$ cat src/rtl/ddr_frame_wr_ctrl_if.sv
// Pixel-in / write-FIFO-out bundle for the frame write controller.
// The controller uses the slave view; the pixel source uses the master view.
interface ddr_frame_wr_ctrl_if #(
    parameter int PIX_W = 16
);
    logic             pix_vsync;
    logic             pix_de;
    logic [PIX_W-1:0] pix_data;
    logic             data_wren;
    logic [64:0]      data_wr;
    logic             wr_rst;

    modport master (
        output pix_vsync, pix_de, pix_data,
        input  data_wren, data_wr, wr_rst
    );

    modport slave (
        input  pix_vsync, pix_de, pix_data,
        output data_wren, data_wr, wr_rst
    );
endinterface

$ cat src/rtl/ddr_frame_wr_ctrl.sv
// Frame-synchronous DDR write front end: aligns the pixel stream to frame starts,
// resets the DDR write address per frame and validates the pixel count of each frame.
module ddr_frame_wr_ctrl #(
    parameter int PIX_W      = 16,
    parameter int FRAME_PIX  = 921600,
    parameter int WR_RST_CYC = 4,
    parameter int VS_POL     = 1
) (
    input  logic                sys_clk,
    input  logic                sys_rst,
    input  logic                calib_done,
    ddr_frame_wr_ctrl_if.slave  bus,
    output logic                read_enable,
    output logic [7:0]          frame_cnt,
    output logic                frame_err,
    output logic [7:0]          err_cnt
);

    typedef enum logic [1:0] {S_CALIB, S_SYNC, S_RST, S_WRITE} state_e;

    localparam logic [19:0] FRAME_LIM = 20'(FRAME_PIX);
    localparam logic [3:0]  RST_LAST  = 4'(WR_RST_CYC - 1);

    state_e      state_q, state_d;
    logic        cal1_q, cal1_d, cal_s_q, cal_s_d;
    logic        vs1_q, vs1_d, vs2_q, vs2_d;
    logic [3:0]  rst_cnt_q, rst_cnt_d;
    logic [19:0] pix_cnt_q, pix_cnt_d;
    logic        ovf_q, ovf_d;
    logic        data_wren_q, data_wren_d;
    logic [64:0] data_wr_q, data_wr_d;
    logic        read_enable_q, read_enable_d;
    logic [7:0]  frame_cnt_q, frame_cnt_d;
    logic        frame_err_q, frame_err_d;
    logic [7:0]  err_cnt_q, err_cnt_d;

    logic        vs_edge, in_write, rst_go, wr_rst;
    logic        pix_ok, acc, ovf_after, frame_end, frame_good, frame_bad;
    logic [19:0] cnt_after;

    // Frame-start polarity is folded in before the edge detector.
    assign cal1_d  = calib_done;
    assign cal_s_d = cal1_q;
    assign vs1_d   = (VS_POL != 0) ? bus.pix_vsync : ~bus.pix_vsync;
    assign vs2_d   = vs1_q;
    assign vs_edge = vs1_q & ~vs2_q;

    // NOTE: sequential state uses non-blocking assignments so every flop samples pre-edge values.
    always_ff @(posedge sys_clk or posedge sys_rst) begin
        if (sys_rst) state_q <= S_CALIB;
        else         state_q <= state_d;
    end

    always_comb begin
        // NOTE: default assignment first so no path through the case can infer a latch.
        state_d = state_q;
        if (!cal_s_q) begin
            state_d = S_CALIB;
        end else begin
            case (state_q)
                S_CALIB: state_d = S_SYNC;
                S_SYNC:  if (vs_edge) state_d = S_RST;
                S_RST:   if (rst_go && rst_cnt_q == RST_LAST) state_d = S_WRITE;
                S_WRITE: if (vs_edge) state_d = S_RST;
                default: state_d = S_CALIB;
            endcase
        end
    end

    // A pixel written on the closing vs_edge cycle delays the address reset by one
    // cycle, so wr_rst never coincides with a FIFO write and still lasts WR_RST_CYC.
    always_comb begin
        in_write = cal_s_q && (state_q == S_WRITE);
        rst_go   = ~data_wren_q;
        wr_rst   = (state_q == S_RST) && rst_go;
    end

    always_comb begin
        pix_ok     = pix_cnt_q < FRAME_LIM;
        acc        = in_write & bus.pix_de & pix_ok;
        cnt_after  = pix_cnt_q + 20'(acc);
        ovf_after  = ovf_q | (in_write & bus.pix_de & ~pix_ok);
        frame_end  = in_write & vs_edge;
        frame_good = frame_end && (cnt_after == FRAME_LIM) && !ovf_after;
        frame_bad  = frame_end & ~frame_good;

        rst_cnt_d  = (state_q == S_RST) ? rst_cnt_q + 4'(rst_go) : 4'd0;
        pix_cnt_d  = (state_q == S_WRITE && !frame_end) ? cnt_after : 20'd0;
        ovf_d      = (state_q == S_WRITE && !frame_end) ? ovf_after : 1'b0;

        data_wren_d   = acc;
        data_wr_d     = acc ? {{(65-PIX_W){1'b0}}, bus.pix_data} : data_wr_q;
        read_enable_d = cal_s_q & (read_enable_q | frame_good);
        frame_cnt_d   = frame_cnt_q + 8'(frame_good);
        frame_err_d   = frame_bad;
        err_cnt_d     = (frame_bad && err_cnt_q != 8'hFF) ? err_cnt_q + 8'd1 : err_cnt_q;
    end

    always_ff @(posedge sys_clk or posedge sys_rst) begin
        if (sys_rst) begin
            cal1_q        <= 1'b0;
            cal_s_q       <= 1'b0;
            vs1_q         <= 1'b0;
            vs2_q         <= 1'b0;
            rst_cnt_q     <= '0;
            pix_cnt_q     <= '0;
            ovf_q         <= 1'b0;
            data_wren_q   <= 1'b0;
            data_wr_q     <= '0;
            read_enable_q <= 1'b0;
            frame_cnt_q   <= '0;
            frame_err_q   <= 1'b0;
            err_cnt_q     <= '0;
        end else begin
            cal1_q        <= cal1_d;
            cal_s_q       <= cal_s_d;
            vs1_q         <= vs1_d;
            vs2_q         <= vs2_d;
            rst_cnt_q     <= rst_cnt_d;
            pix_cnt_q     <= pix_cnt_d;
            ovf_q         <= ovf_d;
            data_wren_q   <= data_wren_d;
            data_wr_q     <= data_wr_d;
            read_enable_q <= read_enable_d;
            frame_cnt_q   <= frame_cnt_d;
            frame_err_q   <= frame_err_d;
            err_cnt_q     <= err_cnt_d;
        end
    end

    assign bus.data_wren = data_wren_q;
    assign bus.data_wr   = data_wr_q;
    assign bus.wr_rst    = wr_rst;
    assign read_enable   = read_enable_q;
    assign frame_cnt     = frame_cnt_q;
    assign frame_err     = frame_err_q;
    assign err_cnt       = err_cnt_q;

endmodule

$ cat src/flat_wrapper.sv
// flat-port wrapper written by rule: the top's interface ports become plain ports
module ddr_frame_wr_ctrl_flat 
#(
    parameter int PIX_W      = 16,
    parameter int FRAME_PIX  = 921600,
    parameter int WR_RST_CYC = 4,
    parameter int VS_POL     = 1
)
  (sys_clk, sys_rst, calib_done, read_enable, frame_cnt, frame_err, err_cnt, bus_pix_vsync, bus_pix_de, bus_pix_data, bus_data_wren, bus_data_wr, bus_wr_rst);
  ddr_frame_wr_ctrl_if #(.PIX_W(PIX_W)) bus_i ();
  input  logic sys_clk;
  input  logic sys_rst;
  input  logic calib_done;
  output logic read_enable;
  output logic [7:0] frame_cnt;
  output logic frame_err;
  output logic [7:0] err_cnt;
  input wire logic [$bits(bus_i.pix_vsync)-1:0] bus_pix_vsync;
  input wire logic [$bits(bus_i.pix_de)-1:0] bus_pix_de;
  input wire logic [$bits(bus_i.pix_data)-1:0] bus_pix_data;
  output wire logic [$bits(bus_i.data_wren)-1:0] bus_data_wren;
  output wire logic [$bits(bus_i.data_wr)-1:0] bus_data_wr;
  output wire logic [$bits(bus_i.wr_rst)-1:0] bus_wr_rst;
  assign bus_i.pix_vsync = bus_pix_vsync;
  assign bus_i.pix_de = bus_pix_de;
  assign bus_i.pix_data = bus_pix_data;
  assign bus_data_wren = bus_i.data_wren;
  assign bus_data_wr = bus_i.data_wr;
  assign bus_wr_rst = bus_i.wr_rst;
  ddr_frame_wr_ctrl #(.PIX_W(PIX_W), .FRAME_PIX(FRAME_PIX), .WR_RST_CYC(WR_RST_CYC), .VS_POL(VS_POL)) u_core (.sys_clk(sys_clk), .sys_rst(sys_rst), .calib_done(calib_done), .bus(bus_i), .read_enable(read_enable), .frame_cnt(frame_cnt), .frame_err(frame_err), .err_cnt(err_cnt));
endmodule
$ cat config.mk
export PLATFORM = sky130hd
export DESIGN_NAME = ddr_frame_wr_ctrl_flat
export DESIGN_NICKNAME = d
export VERILOG_FILES = /design/src/rtl/ddr_frame_wr_ctrl_if.sv /design/src/rtl/ddr_frame_wr_ctrl.sv /design/src/flat_wrapper.sv
export SDC_FILE = /design/constraint.sdc
export NUM_CORES = 1
export LEC_CHECK = 0
export CAP_MARGIN = 30
export CORE_MARGIN = 1.5
export CORE_UTILIZATION = 50
export CTS_BUF_LIST = sky130_fd_sc_hd__clkbuf_8
export CTS_CLUSTER_DIAMETER = 150
export DETAILED_ROUTE_END_ITERATION = 8
export PLACE_DENSITY = 0.84
export SETUP_SLACK_MARGIN = 0.15
export SKIP_LAST_GASP = 1
export SYNTH_ARGS = -nofsm -noshare
export SYNTH_HDL_FRONTEND = slang
export SYNTH_SLANG_ARGS = --single-unit
export TNS_END_PERCENT = 50
$ cat constraint.sdc
create_clock -name sys_clk -period 6.5 [get_ports sys_clk]
set_input_delay 1.3 -clock sys_clk [delete_from_list [all_inputs] [get_ports sys_clk]]
set_output_delay 1.3 -clock sys_clk [all_outputs]
set_load 0.05 [all_outputs]
# Yosys cells after proc, flatten, opt, wreduce, memory -nomap -nowiden

Index checks and enable logic that the tools add are counted.

Register bits after elaboration: 66
Input port bits: 21
Output and inout bits: 85
Word-level logic and storage cells: 59

$add $sub $neg: 4
$lt $le $gt $ge: 1
Equality and inequality tests: 8
Mux-type cells: 7
Bitwise logic cells: 13
Reduce and logical (&&, ||, !) cells: 12

Operators by type and width:

| cell                                           | count |
|---|---|
| adder 20 x 1 -> 20 bit                         | 1 |
| == test 20 bit (second input constant)         | 1 |
| < comparator 20 bit (second input constant)    | 1 |
| two-way mux 20 bit                             | 1 |
| adder 8 x 1 -> 8 bit                           | 1 |
| adder 8 x 1 -> 8 bit (second input constant)   | 1 |
| != test 8 bit (second input constant)          | 1 |
| bitwise AND 1 bit                              | 7 |
| logical AND 1 bit                              | 7 |
| two-way mux 2 bit                              | 3 |
| != test 3 bit (second input constant)          | 2 |
| one-hot mux 2 bit (3 select lines)             | 1 |
| adder 4 x 1 -> 4 bit                           | 1 |
| == test 2 bit (second input constant)          | 2 |
| == test 4 x 2 -> 1 bit (second input constant) | 1 |
| two-way mux 4 bit                              | 1 |
| inverter 1 bit                                 | 4 |
| == test 2 x 1 -> 1 bit (second input constant) | 1 |
| logical NOT 1 bit                              | 2 |
| logical NOT 2 bit                              | 1 |
| OR 1 bit                                       | 2 |
| AND reduction 2 bit                            | 1 |
| OR reduction 2 bit                             | 1 |
| two-way mux 1 bit                              | 1 |

# Depth between registers and ports, before layout

Depth in word-level cells: 11
Mapped depth: 20
Depth with buffers taken out: 17

# Worst setup path after synthesis

Ideal clock, no wire load.

Path kind: input to register
From: in bus_pix_de
To: reg u_core.frame_cnt_q[7], in the netlist u_core.frame_cnt[7]
Setup time: 0.140 ns
Arrival time: 4.679 ns
Data required time: 6.360 ns
Path slack: 1.680 ns
Cell stages on the path: 19
Path buffers: 2
Cells stage by stage: nand4_1 > inv_1 > nand2b_1 > clkbuf_1 > clkinv_1 > buf_1 > ha_1 > ha_1 > and3_1 > and3_4 > mux2_4 > mux2_4 > nor4_1 > and4b_1 > ha_1 > nand3_1 > nor2_1 > nand2_1 > xnor2_1

Longest elaborated chain between the ends: 7
Elaborated cells between the ends (all ways): 10
Classes of those cells: add/sub (2); eq/ne (1); bitwise (4); reduce/logical (3)

Ends and longest elaborated chain:

| element                         | RTL line                 | source |
|---|---|---|
| start, declared                 | flat_wrapper.sv:19       | `input wire logic [$bits(bus_i.pix_de)-1:0] bus_pix_de;` |
| bitwise AND 1 bit (2 in a row)  | ddr_frame_wr_ctrl.sv:80  | `acc = in_write & bus.pix_de & pix_ok;` |
| named net u_core.acc            | ddr_frame_wr_ctrl.sv:38  | `logic pix_ok, acc, ovf_after, frame_end, frame_good, frame_bad;` |
| adder 20 x 1 -> 20 bit          | ddr_frame_wr_ctrl.sv:81  | `cnt_after = pix_cnt_q + 20'(acc);` |
| == test 20 bit                  | ddr_frame_wr_ctrl.sv:84  | `frame_good = frame_end && (cnt_after == FRAME_LIM) && !ovf_after;` |
| logical AND 1 bit (2 in a row)  | ddr_frame_wr_ctrl.sv:84  |  |
| adder 8 x 1 -> 8 bit            | ddr_frame_wr_ctrl.sv:94  | `frame_cnt_d = frame_cnt_q + 8'(frame_good);` |
| named net u_core.frame_cnt_d[7] | ddr_frame_wr_ctrl.sv:33  | `logic [7:0] frame_cnt_q, frame_cnt_d;` |
| end signal, assigned            | ddr_frame_wr_ctrl.sv:125 | `frame_cnt_q <= frame_cnt_d;` |
| end, declared                   | ddr_frame_wr_ctrl.sv:33  |  |

The timed path passes the listed nets, and every way through them passes these cells.
A chain may end at the register's enable or synchronous reset.

# Final worst setup path

From: in bus_pix_de
To: reg u_core.frame_cnt_q[7], in the netlist u_core.frame_cnt[7]

Longest elaborated chain between the ends: 7
Elaborated cells between the ends (all ways): 10
Classes of those cells: add/sub (2); eq/ne (1); bitwise (4); reduce/logical (3)

Ends and longest elaborated chain:

| element                         | RTL line |
|---|---|
| bitwise AND 1 bit (*)           | ddr_frame_wr_ctrl.sv:80, ddr_frame_wr_ctrl.sv:82 |
| bitwise AND 1 bit               | ddr_frame_wr_ctrl.sv:80 |
| adder 20 x 1 -> 20 bit          | ddr_frame_wr_ctrl.sv:81 |
| == test 20 bit                  | ddr_frame_wr_ctrl.sv:84 |
| logical AND 1 bit               | ddr_frame_wr_ctrl.sv:84 |
| logical AND 1 bit (*)           | ddr_frame_wr_ctrl.sv:84 |
| adder 8 x 1 -> 8 bit (*)        | ddr_frame_wr_ctrl.sv:94 |
| named net u_core.frame_cnt_d[7] | ddr_frame_wr_ctrl.sv:33 |

The timed path passes the listed nets; every way through them passes the cells marked *.

==> impl_metrics.ini <==
[run_status]
outcome = completed

[power_and_ir_drop]
power.leakage_nw = 1.87
peakVddDrop_v = 0.000161
power_density_nw_per_um2 = 245

[drt]
vias = 2474
met3_wirelength_um = 267
ant_nets = 0
routed_wl_mm = 6.33
drtIter0Drc = 136
top_layer = met4
viasPerCell = 4.80
drc_errors = 0
drt-wirelength-per-cell_um = 12.3
drt_pass1_iterations = 5
drt-met1-wl_mm = 2.85
wl_met2_mm = 3.14

[timing]
post-route-min-period_ns = 5.58
period_share = 0.858
tightest_slew_ns = 0.806
tns_ns = 0
clock_skew_ns = 0.00909
finalMaxSlewViolations = 0
grt_setup_unrepaired = false
relSlewSlack = 0.463
setup_viol = 0
fmax_ghz = 0.179
hold_violations = 0

[setup_path]
worstRegToRegCells = 17
path_max_fanout = 18
cp.arrival_ns = 5.80
end_kind = register
cp.required_ns = 6.72
setup.worst_path.class = primary input to register
startpoint_type = primary input

[die]
fp.coreArea_um2 = 6790
dieHeight_um = 86.7
dieArea_um2 = 7520
die_x_um = 86.7
row_count = 30
initial_core_util = 0.516
pin_count = 106

[grt]
overflow = 0
grt_antenna_before_repair = 0
grt_pass1_wl_mm = 10.5
grt_start_max_net_pins = 67
first_global_vias = 2318
grtUsageTotal = 0.177

[logic_synthesis]
yosys_warnings = 0
synth.distinct_cells = 45
async_flop_share = 1.00
synthCells = 361
synthFlopType = dfrtp_1
ys_seq_area_frac = 0.471
synth_enable_flop_cells = 0
synth.ff_latch_count = 66
syn-cell-area_um2 = 3500
avgSynthCellArea_um2 = 9.71

[finish]
area_growth_pct = 17.5
postLayoutCellArea_um2 = 4120
antenna_cells = 0
most-common-layout-cells = dfrtp_1, nand2_1, clkdlybuf4s50_1, conb_1, nor2_1
fillCellCount = 553
final_common_cell = dfrtp_1
nets = 444
fin_cells = 515
drive_above_1_share = 0.0621

[clock_network]
post-cts-setup-buffers = 0
clock_sinks = 66
cts_resized = 0
cts_buffers = 9
clock_path_buffers = 2
holdBufCountCts = 0
clkTransAtPathRegs_ns = 0.07
ctsRootBufferMaster = clkbuf_8
worst_skew_pair.late_latency_ns = 0.33
cts_tree = built
ctsHtreeMaxLevel = 3

[min_path]
hold_class = register to register
holdPathStages = 0

[place]
gp_routability_congestion = 0.804
hpwl_mm = 4.49
placed_area_um2 = 3940
place_inst = 501
placement.io_buffers = 56

[run]
maxCapViolations = 0
kinds of logic (layout without fill, tap and decap cells):
logic type,Yosys count,in the layout,synth area share
and+or+nand+nor,164,164,0.234
buffers and inverters,68,78,0.131
DFF,66,66,0.471
xor gates and xnor gates,33,33,0.0825
AOI/OAI and AO/OA,14,14,0.0264
muxes,8,8,0.0286
adders and majority gates,7,7,0.0250
other,1,49,0.00107
sequential cells by signal, indices dropped and copies added, names as in the netlist:
register / cells
u_core.pix_cnt_q: 20
u_core.cal1_q: 1
u_core.vs2_q: 1
u_core.vs1_q: 1
u_core.bus.data_wr: 16
u_core.frame_cnt: 8
u_core.rst_cnt_q: 4
u_core.read_enable: 1
u_core.frame_err: 1
u_core.cal_s_q: 1
u_core.ovf_q: 1
u_core.bus.data_wren: 1
u_core.err_cnt: 8
u_core.state_q: 2
metal layers:
metal	vias to the layer above	GRT usage
li1	1206	-
met1	1185	0.241
met2	73	0.279
met3	10	0.0429
met4	0	0.0587
met5	-	0
metrics by stage:
step	util	hold WS [ns]	setup slack, ns	power [W]
after floorplan	-	0.331	1.68	0.000658
after global placement	0.580	0.333	0.759	0.000703
after detailed placement	0.580	0.345	0.587	0.000706
after CTS	0.606	0.360	0.910	0.00102
after global routing	0.606	0.372	0.531	0.00105
final	0.606	0.358	0.925	0.00101
final cells by class:
type                    count  area (um^2)  share of cell area
clock buffers              12          165              0.0401
clock inverters             2         12.5             0.00304
inverters                   7         26.3             0.00638
multi-input cells         275         1570               0.382
flip-flops and latches     66         1650               0.401
well taps                  96          120              0.0292
repair buffers             57          568               0.138
where the power goes:
part	switching [W]	total, W	internal, W
logic	0.000179	0.000242	0.0000632
clock network	0.000145	0.000310	0.000165
registers	0.0000199	0.000455	0.000435
total	0.000345	0.00101	0.000663
Yosys cell counts (all sizes together) (2+ instances only):
library cell / number / area, um^2
and2: 4 / 25.0
nor2b: 7 / 43.8
inv: 6 / 22.5
mux2: 7 / 90.1
nand2b: 5 / 31.3
clkbuf: 7 / 26.3
nand3: 18 / 90.1
and3: 7 / 48.8
nand2: 61 / 229
ha: 7 / 87.6
dfrtp: 66 / 1650
o21ai: 2 / 10.0
buf: 54 / 407
nand4: 15 / 93.8
nor4: 7 / 58.8
xor2: 19 / 166
nor3: 4 / 25.0
and4: 4 / 37.5
a21oi: 4 / 20.0
xnor2: 14 / 123
nor2: 28 / 105
critical path: stages:
cell	delay [ns]
clkdlybuf4s50_1	0.41
nand4_1	0.10
inv_1	0.06
nand2b_1	0.43
clkinv_1	0.58
ha_1	0.43
ha_1	0.23
and3_1	0.20
and3_4	0.20
mux2_4	0.29
mux2_4	0.28
nor4_1	0.28
and4b_1	0.26
ha_1	0.21
nand3_1	0.14
nor2_1	0.19
nand2_1	0.09
xnor2_1	0.12
worst paths after layout:
path / from / to / slack, ns
worst min register to register: u_core.cal1_q$_DFF_PP0_ / u_core.cal_s_q$_DFF_PP0_ / 0.36
min in group asynchronous: sys_rst / u_core.rst_cnt_q[2]$_DFF_PP0_ / 1.54
worst max-delay path: bus_pix_de / u_core.frame_cnt[7]$_DFF_PP0_ / 0.92
max in group asynchronous: sys_rst / u_core.bus.data_wr[13]$_DFFE_PP0P_ / 4.42
worst max register to register: u_core.pix_cnt_q[16]$_DFF_PP0_ / u_core.frame_cnt[7]$_DFF_PP0_ / 1.52
worst min-delay path: u_core.cal1_q$_DFF_PP0_ / u_core.cal_s_q$_DFF_PP0_ / 0.36
Power figures use the tool's default switching activity.
